<file path="src/rtl/cache_mem_arbiter.sv">
// Arbitrates the single backing-memory port between I-cache line reads and D-cache reads/writes.
// Optional build macro ARB_ROUND_ROBIN_EN swaps fixed D priority + starvation guard for round-robin.
module cache_mem_arbiter #(
    parameter int unsigned ADDR_W       = 32,
    parameter int unsigned LINE_W       = 128,
    parameter int unsigned WORD_W       = 32,
    parameter int unsigned STARVE_LIMIT = 4
) (
    input  logic              clk,
    input  logic              rstn,
    input  logic              i_req,
    input  logic [ADDR_W-1:0] i_addr,
    output logic              i_gnt,
    output logic              i_done,
    output logic [LINE_W-1:0] i_data,
    input  logic              d_req,
    input  logic              d_we,
    input  logic [ADDR_W-1:0] d_addr,
    input  logic [WORD_W-1:0] d_wdata,
    output logic              d_gnt,
    output logic              d_done,
    output logic [LINE_W-1:0] d_rdata,
    output logic              m_req,
    output logic              m_we,
    output logic [ADDR_W-1:0] m_addr,
    output logic [WORD_W-1:0] m_wdata,
    input  logic              m_ack,
    input  logic [LINE_W-1:0] m_rdata,
    output logic              busy
);

    typedef enum logic [1:0] {StIdle, StWait, StResp} state_e;

    localparam logic [ADDR_W-1:0] LineMask = ~ADDR_W'(15);

    state_e            state_q, state_d;
    logic              owner_i_q, owner_i_d;
    logic              i_gnt_q, i_gnt_d, d_gnt_q, d_gnt_d;
    logic              i_done_q, i_done_d, d_done_q, d_done_d;
    logic [LINE_W-1:0] i_data_q, i_data_d, d_rdata_q, d_rdata_d;
    logic              m_req_q, m_req_d, m_we_q, m_we_d;
    logic [ADDR_W-1:0] m_addr_q, m_addr_d;
    logic [WORD_W-1:0] m_wdata_q, m_wdata_d;
    logic              busy_q, busy_d;
    logic              i_wins;

`ifdef ARB_ROUND_ROBIN_EN
    logic last_i_q, last_i_d;

    // On contention, the requester that did not win last time goes first.
    assign i_wins = i_req && (!d_req || !last_i_q);
`else
    localparam int unsigned CntW = $clog2(STARVE_LIMIT + 1);

    logic [CntW-1:0] starve_q, starve_d;

    assign i_wins = i_req && (!d_req || (starve_q >= CntW'(STARVE_LIMIT)));
`endif

    always_comb begin
        state_d   = state_q;
        owner_i_d = owner_i_q;
        i_gnt_d   = 1'b0;
        d_gnt_d   = 1'b0;
        i_done_d  = 1'b0;
        d_done_d  = 1'b0;
        i_data_d  = i_data_q;
        d_rdata_d = d_rdata_q;
        m_req_d   = m_req_q;
        m_we_d    = m_we_q;
        m_addr_d  = m_addr_q;
        m_wdata_d = m_wdata_q;
`ifdef ARB_ROUND_ROBIN_EN
        last_i_d  = last_i_q;
`else
        starve_d  = starve_q;
`endif
        unique case (state_q)
            StIdle: begin
                if (i_req || d_req) begin
                    state_d   = StWait;
                    m_req_d   = 1'b1;
                    owner_i_d = i_wins;
                    if (i_wins) begin
                        i_gnt_d  = 1'b1;
                        m_we_d   = 1'b0;
                        m_addr_d = i_addr & LineMask;
                    end else begin
                        d_gnt_d  = 1'b1;
                        m_we_d   = d_we;
                        m_addr_d = d_we ? d_addr : (d_addr & LineMask);
                        if (d_we) begin
                            m_wdata_d = d_wdata;
                        end
                    end
`ifdef ARB_ROUND_ROBIN_EN
                    last_i_d = i_wins;
`else
                    // Count D grants that leave a pending I waiting.
                    if (i_wins || !i_req) begin
                        starve_d = '0;
                    end else begin
                        starve_d = starve_q + CntW'(1);
                    end
`endif
                end
            end
            StWait: begin
                if (m_ack) begin
                    state_d = StResp;
                    m_req_d = 1'b0;
                    if (owner_i_q) begin
                        i_done_d = 1'b1;
                        i_data_d = m_rdata;
                    end else begin
                        d_done_d = 1'b1;
                        if (!m_we_q) begin
                            d_rdata_d = m_rdata;
                        end
                    end
                end
            end
            StResp: state_d = StIdle;
            default: state_d = StIdle;
        endcase
        busy_d = (state_d != StIdle);
    end

    always_ff @(posedge clk or negedge rstn) begin
        if (!rstn) begin
            state_q   <= StIdle;
            owner_i_q <= 1'b1;
            i_gnt_q   <= 1'b0;
            d_gnt_q   <= 1'b0;
            i_done_q  <= 1'b0;
            d_done_q  <= 1'b0;
            i_data_q  <= '0;
            d_rdata_q <= '0;
            m_req_q   <= 1'b0;
            m_we_q    <= 1'b0;
            m_addr_q  <= '0;
            m_wdata_q <= '0;
            busy_q    <= 1'b0;
`ifdef ARB_ROUND_ROBIN_EN
            last_i_q  <= 1'b1;
`else
            starve_q  <= '0;
`endif
        end else begin
            state_q   <= state_d;
            owner_i_q <= owner_i_d;
            i_gnt_q   <= i_gnt_d;
            d_gnt_q   <= d_gnt_d;
            i_done_q  <= i_done_d;
            d_done_q  <= d_done_d;
            i_data_q  <= i_data_d;
            d_rdata_q <= d_rdata_d;
            m_req_q   <= m_req_d;
            m_we_q    <= m_we_d;
            m_addr_q  <= m_addr_d;
            m_wdata_q <= m_wdata_d;
            busy_q    <= busy_d;
`ifdef ARB_ROUND_ROBIN_EN
            last_i_q  <= last_i_d;
`else
            starve_q  <= starve_d;
`endif
        end
    end

    assign i_gnt   = i_gnt_q;
    assign d_gnt   = d_gnt_q;
    assign i_done  = i_done_q;
    assign d_done  = d_done_q;
    assign i_data  = i_data_q;
    assign d_rdata = d_rdata_q;
    assign m_req   = m_req_q;
    assign m_we    = m_we_q;
    assign m_addr  = m_addr_q;
    assign m_wdata = m_wdata_q;
    assign busy    = busy_q;

endmodule

</file>
<file path="config.mk">
export PLATFORM = sky130hd
export DESIGN_NAME = cache_mem_arbiter
export DESIGN_NICKNAME = d
export VERILOG_FILES = /design/src/rtl/cache_mem_arbiter.sv
export SDC_FILE = /design/constraint.sdc
export NUM_CORES = 1
export LEC_CHECK = 0
export ABC_CLOCK_PERIOD_IN_PS = 2300
export CAP_MARGIN = 20
export CORE_AREA = 2 2 215 217
export CTS_CLUSTER_DIAMETER = 50
export DETAILED_ROUTE_END_ITERATION = 7
export DIE_AREA = 0 0 217 219
export PLACE_DENSITY = 0.67
export SLEW_MARGIN = 20
export SYNTH_ARGS = -nofsm -noshare
export SYNTH_HDL_FRONTEND = slang
export SYNTH_SLANG_ARGS = --single-unit
</file>
<file path="constraint.sdc">
create_clock -name clk -period 2.3 [get_ports clk]
set_clock_uncertainty 0.1 [all_clocks]
set_input_delay 0.46 -clock clk [delete_from_list [all_inputs] [get_ports clk]]
set_output_delay 0.46 -clock clk [all_outputs]
set_load 0.03 [all_outputs]
</file>
* Word-level counts from Yosys, hierarchy flattened
Index checks and enable logic that the tools add are counted.
** Word-level totals
- Bits in registers :: 333
- Output and inout bits :: 327
- Word-level logic and storage cells :: 58
** Cells by class
- Add/subtract/negate cells :: 1
- $lt $le $gt $ge :: 1
- Equality and inequality tests :: 3
- Mux-type cells :: 22
- Bitwise gates (word level) :: 3
- Reductions and logical operators :: 14
** Operator list (count)
- $mux 32 :: 1
- $mux 1 :: 15
- $reduce_and 4->1 :: 2
- $reduce_and 3->1 :: 2
- $mux 2 :: 2
- $mux 4 :: 1
- $ne 2x2->1 const B :: 2
- $pmux 2 s2 :: 1
- $reduce_bool 2->1 :: 2
- $add 3x1->3 const B :: 1
- $ge 3x3->1 const B :: 1
- $logic_or 1x1->1 :: 3
- $mux 3 :: 1
- $not 1->1 :: 3
- $eq 2x1->1 const B :: 1
- $logic_not 1->1 :: 2
- $logic_not 2->1 :: 1
- $pmux 1 s2 :: 1
- $reduce_and 2->1 :: 1
- $logic_and 1x1->1 :: 1

* Logic depth before layout (Yosys ltp)
Gate-level depths: netlist of the first run.
- Depth in word-level cells :: 6
- Depth in mapped cells :: 6
- Gate-level depth less buffers :: 4

* Worst setup path after synthesis of the first run
No wires, ideal clock.
- Path type :: reg-to-reg
- Start :: register state_q[0]
- End :: register m_wdata_q[10], in the netlist m_wdata[10]
- Library setup time :: 0.125 ns
- Arrival time :: 1.491 ns
- Data required time :: 2.075 ns
- Slack :: 0.584 ns
- Cell stages (with the launch flop) :: 6
- Clock period less this slack :: 1.716 ns
- Path through :: dfrtp_1 > nor2_1 > and3_1 > buf_2 > buf_4 > mux2_2
** Between the ends
- Word-level cells in the longest chain between the ends :: 2
** Ends and longest elaborated chain
- start, declared :: RTL line 36 : state_e state_q, state_d;
- start signal, assigned :: RTL line 131 : state_q <= StIdle;
- start signal, assigned :: RTL line 150 : state_q <= state_d;
- $logic_not 2->1 :: RTL line 78 : unique case (state_q)
- $reduce_and 4->1 (no source line)
- end signal, assigned :: RTL line 161 : m_wdata_q <= m_wdata_d;
- end, declared :: RTL line 43 : logic [WORD_W-1:0] m_wdata_q, m_wdata_d;
No other way between the ends.
A chain may end at the register's enable or synchronous reset.

* Worst setup path in the final report of the first run
- Start :: register m_addr_q[28], in the netlist m_addr[28]
- End :: output port m_addr[28]
** RTL lines
- start, declared :: RTL line 42 : logic [ADDR_W-1:0] m_addr_q, m_addr_d;
- start signal, assigned :: RTL line 160 : m_addr_q <= m_addr_d;
- end, declared :: RTL line 25 : output logic [ADDR_W-1:0] m_addr,
No word-level cell between the ends.

==> results of run 1 <==
-- worst min path at each step --
stage	slack, ns	endpoint	from
after floorplan	0.06	busy	rstn
after global routing	0.38	d_rdata[49]	rstn
after global placement	0.35	d_rdata[98]	rstn
after detailed placement	0.35	d_rdata[98]	rstn
after CTS	0.35	d_rdata[49]	rstn
final	0.36	d_rdata[98]	rstn
-- area by class of cell --
cell class                      instances  area [um2]  area share, %
Sequential cell                       333        8330           40.0
Multi-Input combinational cell        375        4340           20.9
Timing Repair Buffer                  593        6060           29.1
Clock inverter                         13         141          0.679
Inverter                                3        11.3         0.0541
Tap cell                              600         751           3.60
Clock buffer                           58        1180           5.68
-- synthesized netlist by cell type (all sizes together) --
cell type  count
a21boi         1
a21o           2
a21oi          1
a221o         27
a22o           6
a41oi          1
and2           1
and3           2
buf           39
clkbuf         6
dfrtp        332
dfstp          1
ha             1
inv            3
mux2         289
nand2          5
nand2b         1
nand3b         2
nor2           3
nor2b          1
nor3b         27
o21ai          2
or2            1
or3            1
or3b           1
-- sequential cells by signal (all words and copies together) (netlist names) --
register	cells
state_q	2
i_data	128
owner_i_q	1
m_req	1
i_gnt	1
m_wdata	32
d_gnt	1
m_addr	32
i_done	1
busy	1
starve_q	3
m_we	1
d_done	1
d_rdata	128
-- worst reg2reg max path, cell delays in order (launching register included) --
cell	delay, ns
dfrtp_1	0.40
nand3b_4	0.16
or3_4	0.46
buf_12	0.25
mux2_4	0.43
-- metrics by stage --
step	TNS (ns)	instances	util, %
finish	0	1975	46.2
global route	0	1975	46.2
CTS	0	1975	46.2
detailed placement	-10.98	1903	43.2
global placement	-9.30	1903	43.2
floorplan	0	756	-
-- cell usage in the layout, fill, tap and decap left out, types with 3 or more instances in the layout --
cell / netlist / layout
buf_4: 3 / 22
a22o_1: 6 / 6
mux2_2: 188 / 188
clkdlybuf4s50_1: 0 / 550
clkbuf_16: 0 / 43
dfrtp_1: 332 / 332
clkbuf_1: 6 / 10
mux2_4: 101 / 101
clkbuf_8: 0 / 5
nor2_1: 3 / 3
nor3b_1: 27 / 27
nand2_1: 5 / 4
a221o_1: 27 / 27
clkinv_2: 0 / 5
buf_12: 0 / 18
inv_1: 3 / 3
-- routing by layer --
layer,vias up,wire [um]
met2,377,18800
met5,-,0
met3,78,3250
li1,3905,-
met4,0,1410
met1,4508,14600
-- timing repair --
item | 4_1_cts | 5_1_grt
endpoints found under the hold margin | 43 | 0
resized for setup | 1 | 0
hold buffers | 1 | 0
endpoints found under the setup margin | 1 | 0
-- power by group --
| group | internal, mW | switching (mW) | leakage [nW] |
|---|---|---|---|
| clock network | 3.82 | 2.45 | 0.651 |
| logic | 8.57 | 9.33 | 4.47 |
| registers | 8.81 | 1.65 | 4.00 |
| total | 21.2 | 13.4 | 9.12 |
-- kinds of logic after synthesis --
| kind of cell | after synthesis | share of synthesized area (%) |
|---|---|---|
| flip-flops | 333 | 64.1 |
| multiplexers | 289 | 27.9 |
| buffers and inverters | 48 | 2.58 |
| AND/OR/NAND/NOR | 45 | 2.44 |
| AO/OA/AOI/OAI | 40 | 2.84 |
| adder cells (fa/ha/maj) | 1 | 0.0962 |
==> impl_metrics.json, run 1 <==
{
  "syn-instance-count": 756,
  "busiest_layer": "met2",
  "hold_violations": 0,
  "yosys_warnings": 0,
  "startpoint_type": "flip-flop",
  "required_ns": 1.74,
  "power_density_nw_per_um2": 1660,
  "hpwl_um": 28300,
  "yosysSeqAreaShare_pct": 64.1,
  "finalWorstSetupSlack_ns": 0.0582,
  "placed_cell_area_um2": 19500,
  "num_rows": 78,
  "path_depth": 1,
  "grt_pass1_wl_um": 57300,
  "ioPinCount": 557,
  "avgSynthCellArea_um2": 17.2,
  "antenna_cells": 0,
  "htree_levels": 2,
  "cts_tree": "done",
  "cp_slowest_cell": "clkdlybuf4s50_1",
  "ys_types": 30,
  "syn_to_final_growth_pct": 60.2,
  "slowest_delay_ns": 0.71,
  "clk_latency_ns": 0.53,
  "drc": 0,
  "vias_per_cell": 4.49,
  "coreArea_um2": 45100,
  "finalWirelength_um": 38000,
  "crit_end": "m_addr[28]",
  "use_met1_pct": 18.1,
  "crit_fanout": 2,
  "synth_nets": 987,
  "overflow": 0,
  "setup_viol": 0,
  "drive_above_1_share_pct": 29.0,
  "r2r-end": "d_rdata[13]",
  "port_buffers": 552,
  "num_vias": 8868,
  "max-clock-path-buffers": 3,
  "antenna_left": 0,
  "cts_buffers": 41,
  "clock-sinks": 333,
  "ys_ff_latch": 333,
  "yosysTopAreaCell": "dfrtp_1",
  "start_util_pct": 28.8,
  "cp-end-kind": "output port",
  "cts_setup_buffers": 0,
  "max_freq_mhz": 446,
  "status": "finished clean",
  "ys_top_cells_by_area": "dfrtp_1, mux2_2, mux2_4, a221o_1, nor3b_1",
  "fp.dieH_um": 219,
  "hold_class": "in2async",
  "slew_viol_final": 0,
  "leakage_nw": 9.12,
  "r2r-start": "state_q[1]",
  "gp_congestion": 0.780,
  "tightest_slew_ns": 0.557,
  "use_met3_pct": 5.06,
  "min_period_ns": 2.24,
  "fin_crit_sh_pct": 97.5,
  "synth_top_area_share_pct": 63.9,
  "ir_drop_mv": 1.01,
  "startpoint": "m_addr[28]",
  "finalPower_mw": 34.6,
  "max_cap_violations": 0,
  "rsz0062_at_grt": "false",
  "chipWidth_um": 217,
  "grt_max_degree": 58,
  "grt_util_all_layers_pct": 15.6,
  "root_buffer": "clkbuf_16",
  "firstDrtPassIters": 5,
  "fillers": 4040,
  "grt_antenna_before_repair": 0,
  "critical_path_class": "reg2out",
  "holdWs_ns": 0.358,
  "reg2reg_slack_ns": 0.39,
  "clk_pin_slew_ns": 0.05,
  "path_buf_inv": 1,
  "final_area_um2": 20800,
  "path_cells": "clkdlybuf4s50_1",
  "place_ws_ns": -0.110,
  "critPathTopFamily": "buffers and inverters",
  "reg2regPathDepth": 4,
  "die-area_um2": 47500,
  "dr.first_iter.drc_count": 320,
  "slew_headroom_pct": 62.9,
  "grt_pass1_vias": 9645,
  "critPathArrivalTime_ns": 1.68,
  "layout.nets": 1578,
  "syn-cell-area_um2": 13000,
  "use_met2_pct": 26.5,
  "wire_per_inst_um": 19.2
}
Power figures use the tool's default switching activity.
==> run 2: changes to the inputs <==
REMOVE_ABC_BUFFERS = 1   (was unset)
==> run 2 against run 1 <==
Compared with the run above: wire length increased by 0.23%; core utilization about the same; non-clock buffer count fell by 1; global-route usage up 0.088 points; sequential share of layout area about the same; clock power rose by 3.3%; cell count is 0.15% lower; die area unchanged; worst hold slack lost 0.016 ns; sequential power barely moved; fmax increased by 0.20%; design area hardly changed.
==> impl_metrics.json, run 2 (same netlist as run 1, synthesis figures left out) <==
{
  "crit_fanout": 2,
  "cts_buffers": 40,
  "register_area_um2": 8330,
  "cts.repair.resized": 0,
  "dr.first_iter.drc_count": 370,
  "critPathArrivalTime_ns": 1.68,
  "slowest_delay_ns": 0.71,
  "tightest_slew_ns": 0.537,
  "coreArea_um2": 45100,
  "critPathTopFamily": "buffers and inverters",
  "finalWirelength_um": 38100,
  "min_period_ns": 2.24,
  "grt_max_degree": 56,
  "slew_viol_final": 0,
  "placed_cell_area_um2": 19500,
  "max_freq_mhz": 447,
  "leakage_nw": 9.13,
  "antenna_left": 0,
  "finalWorstSetupSlack_ns": 0.0626,
  "startpoint_type": "flip-flop",
  "cts_setup_buffers": 0,
  "grt_pass1_wl_um": 57800,
  "htree_levels": 2,
  "die-area_um2": 47500,
  "fillers": 4021,
  "firstDrtPassIters": 4,
  "grt_antenna_before_repair": 1,
  "place_ws_ns": -0.110,
  "setup_viol": 0,
  "drive_above_1_share_pct": 29.2,
  "chipWidth_um": 217,
  "ir_drop_mv": 0.949,
  "overflow": 0,
  "finalPower_mw": 34.8,
  "clk_pin_slew_ns": 0.06,
  "ioPinCount": 557,
  "drc": 0,
  "clock-sinks": 333,
  "cts_tree": "done",
  "hpwl_um": 28100,
  "max-clock-path-buffers": 3,
  "num_vias": 8782,
  "status": "finished clean",
  "path_cells": "clkdlybuf4s50_1",
  "grt_util_all_layers_pct": 15.7,
  "num_rows": 78,
  "gp_congestion": 0.799,
  "final_cell_mix": "clkdlybuf4s50_1, dfrtp_1, mux2_2",
  "root_buffer": "clkbuf_16",
  "slew_headroom_pct": 64.2,
  "clk_latency_ns": 0.53,
  "required_ns": 1.74,
  "rsz0062_at_grt": "false",
  "grt_pass1_vias": 9649,
  "path_buf_inv": 1,
  "layout.nets": 1576,
  "layout_commonest_cell": "clkdlybuf4s50_1",
  "hold_class": "in2async",
  "multi_input_area_um2": 4340,
  "critical_path_class": "reg2out",
  "fp.dieH_um": 219,
  "hold_violations": 0,
  "final_area_um2": 20800,
  "port_buffers": 552,
  "max_cap_violations": 0,
  "wire_per_inst_um": 19.3,
  "start_util_pct": 28.8,
  "cp-end-kind": "output port",
  "fin_crit_sh_pct": 97.3,
  "vias_per_cell": 4.45,
  "tns_ns": 0,
  "antenna_cells": 0,
  "cp_slowest_cell": "clkdlybuf4s50_1",
  "power_density_nw_per_um2": 1670,
  "syn_to_final_growth_pct": 60.3
}
run 2: changes by cell type in the layout (fill, tap and decap cells not counted), sizes merged:
cell           before  now
inv                 7    4
clkdlybuf4s50     550  551
clkbuf             58   57
bufinv              2    4
buf                41   40
dlygate4sd2         1    0
run 2: area by class of cell:
type / instances / area share (%)
Timing Repair Buffer: 592 / 29.0
Tap cell: 600 / 3.60
Multi-Input combinational cell: 375 / 20.8
Sequential cell: 333 / 40.0
Clock buffer: 57 / 5.74
Inverter: 3 / 0.0540
Clock inverter: 12 / 0.817
run 2: worst paths after layout:
kind                                  from          end  slack [ns]  cells after the start
worst min register to register       m_req        m_req        0.38                      2
worst max-delay path             m_addr[5]    m_addr[5]        0.06                      1
worst max register to register  state_q[1]  d_rdata[41]        0.43                      4
min in group clk                     m_req        m_req        0.38                      2
worst min-delay path                  rstn  d_rdata[68]        0.34                      2
max in group asynchronous             rstn  d_rdata[83]        1.00                      3
run 2: metal layers:
metal	vias up	track usage, %	part of all wire [%]	wire, um
li1	3910	-	-	-
met1	4402	18.6	39	15000
met2	403	26.5	49	18600
met3	67	5.59	9.0	3410
met4	0	5.41	2.8	1050
met5	-	0	0	0
run 2: timing repair:
| item | 4_1_cts | 5_1_grt |
|---|---|---|
| endpoints found under the hold margin | 43 | 0 |
| endpoints found under the setup margin | 0 | 0 |
| hold buffers | 1 | 0 |
run 2: stage by stage:
stage	utilization (%)	hold WS, ns	instances
2_1_floorplan	-	0.0644	711
5_1_grt	46.2	0.374	1972
3_3_place_gp	43.2	0.326	1902
3_5_place_dp	43.2	0.332	1902
6_report	46.2	0.342	1972
4_1_cts	46.2	0.346	1972
run 2: where the power goes:
part	internal, mW	switching [mW]	leakage [nW]
Combinational	8.56	9.36	4.45
Sequential	8.81	1.62	4.00
Clock	4.05	2.43	0.675
Total	21.4	13.4	9.13
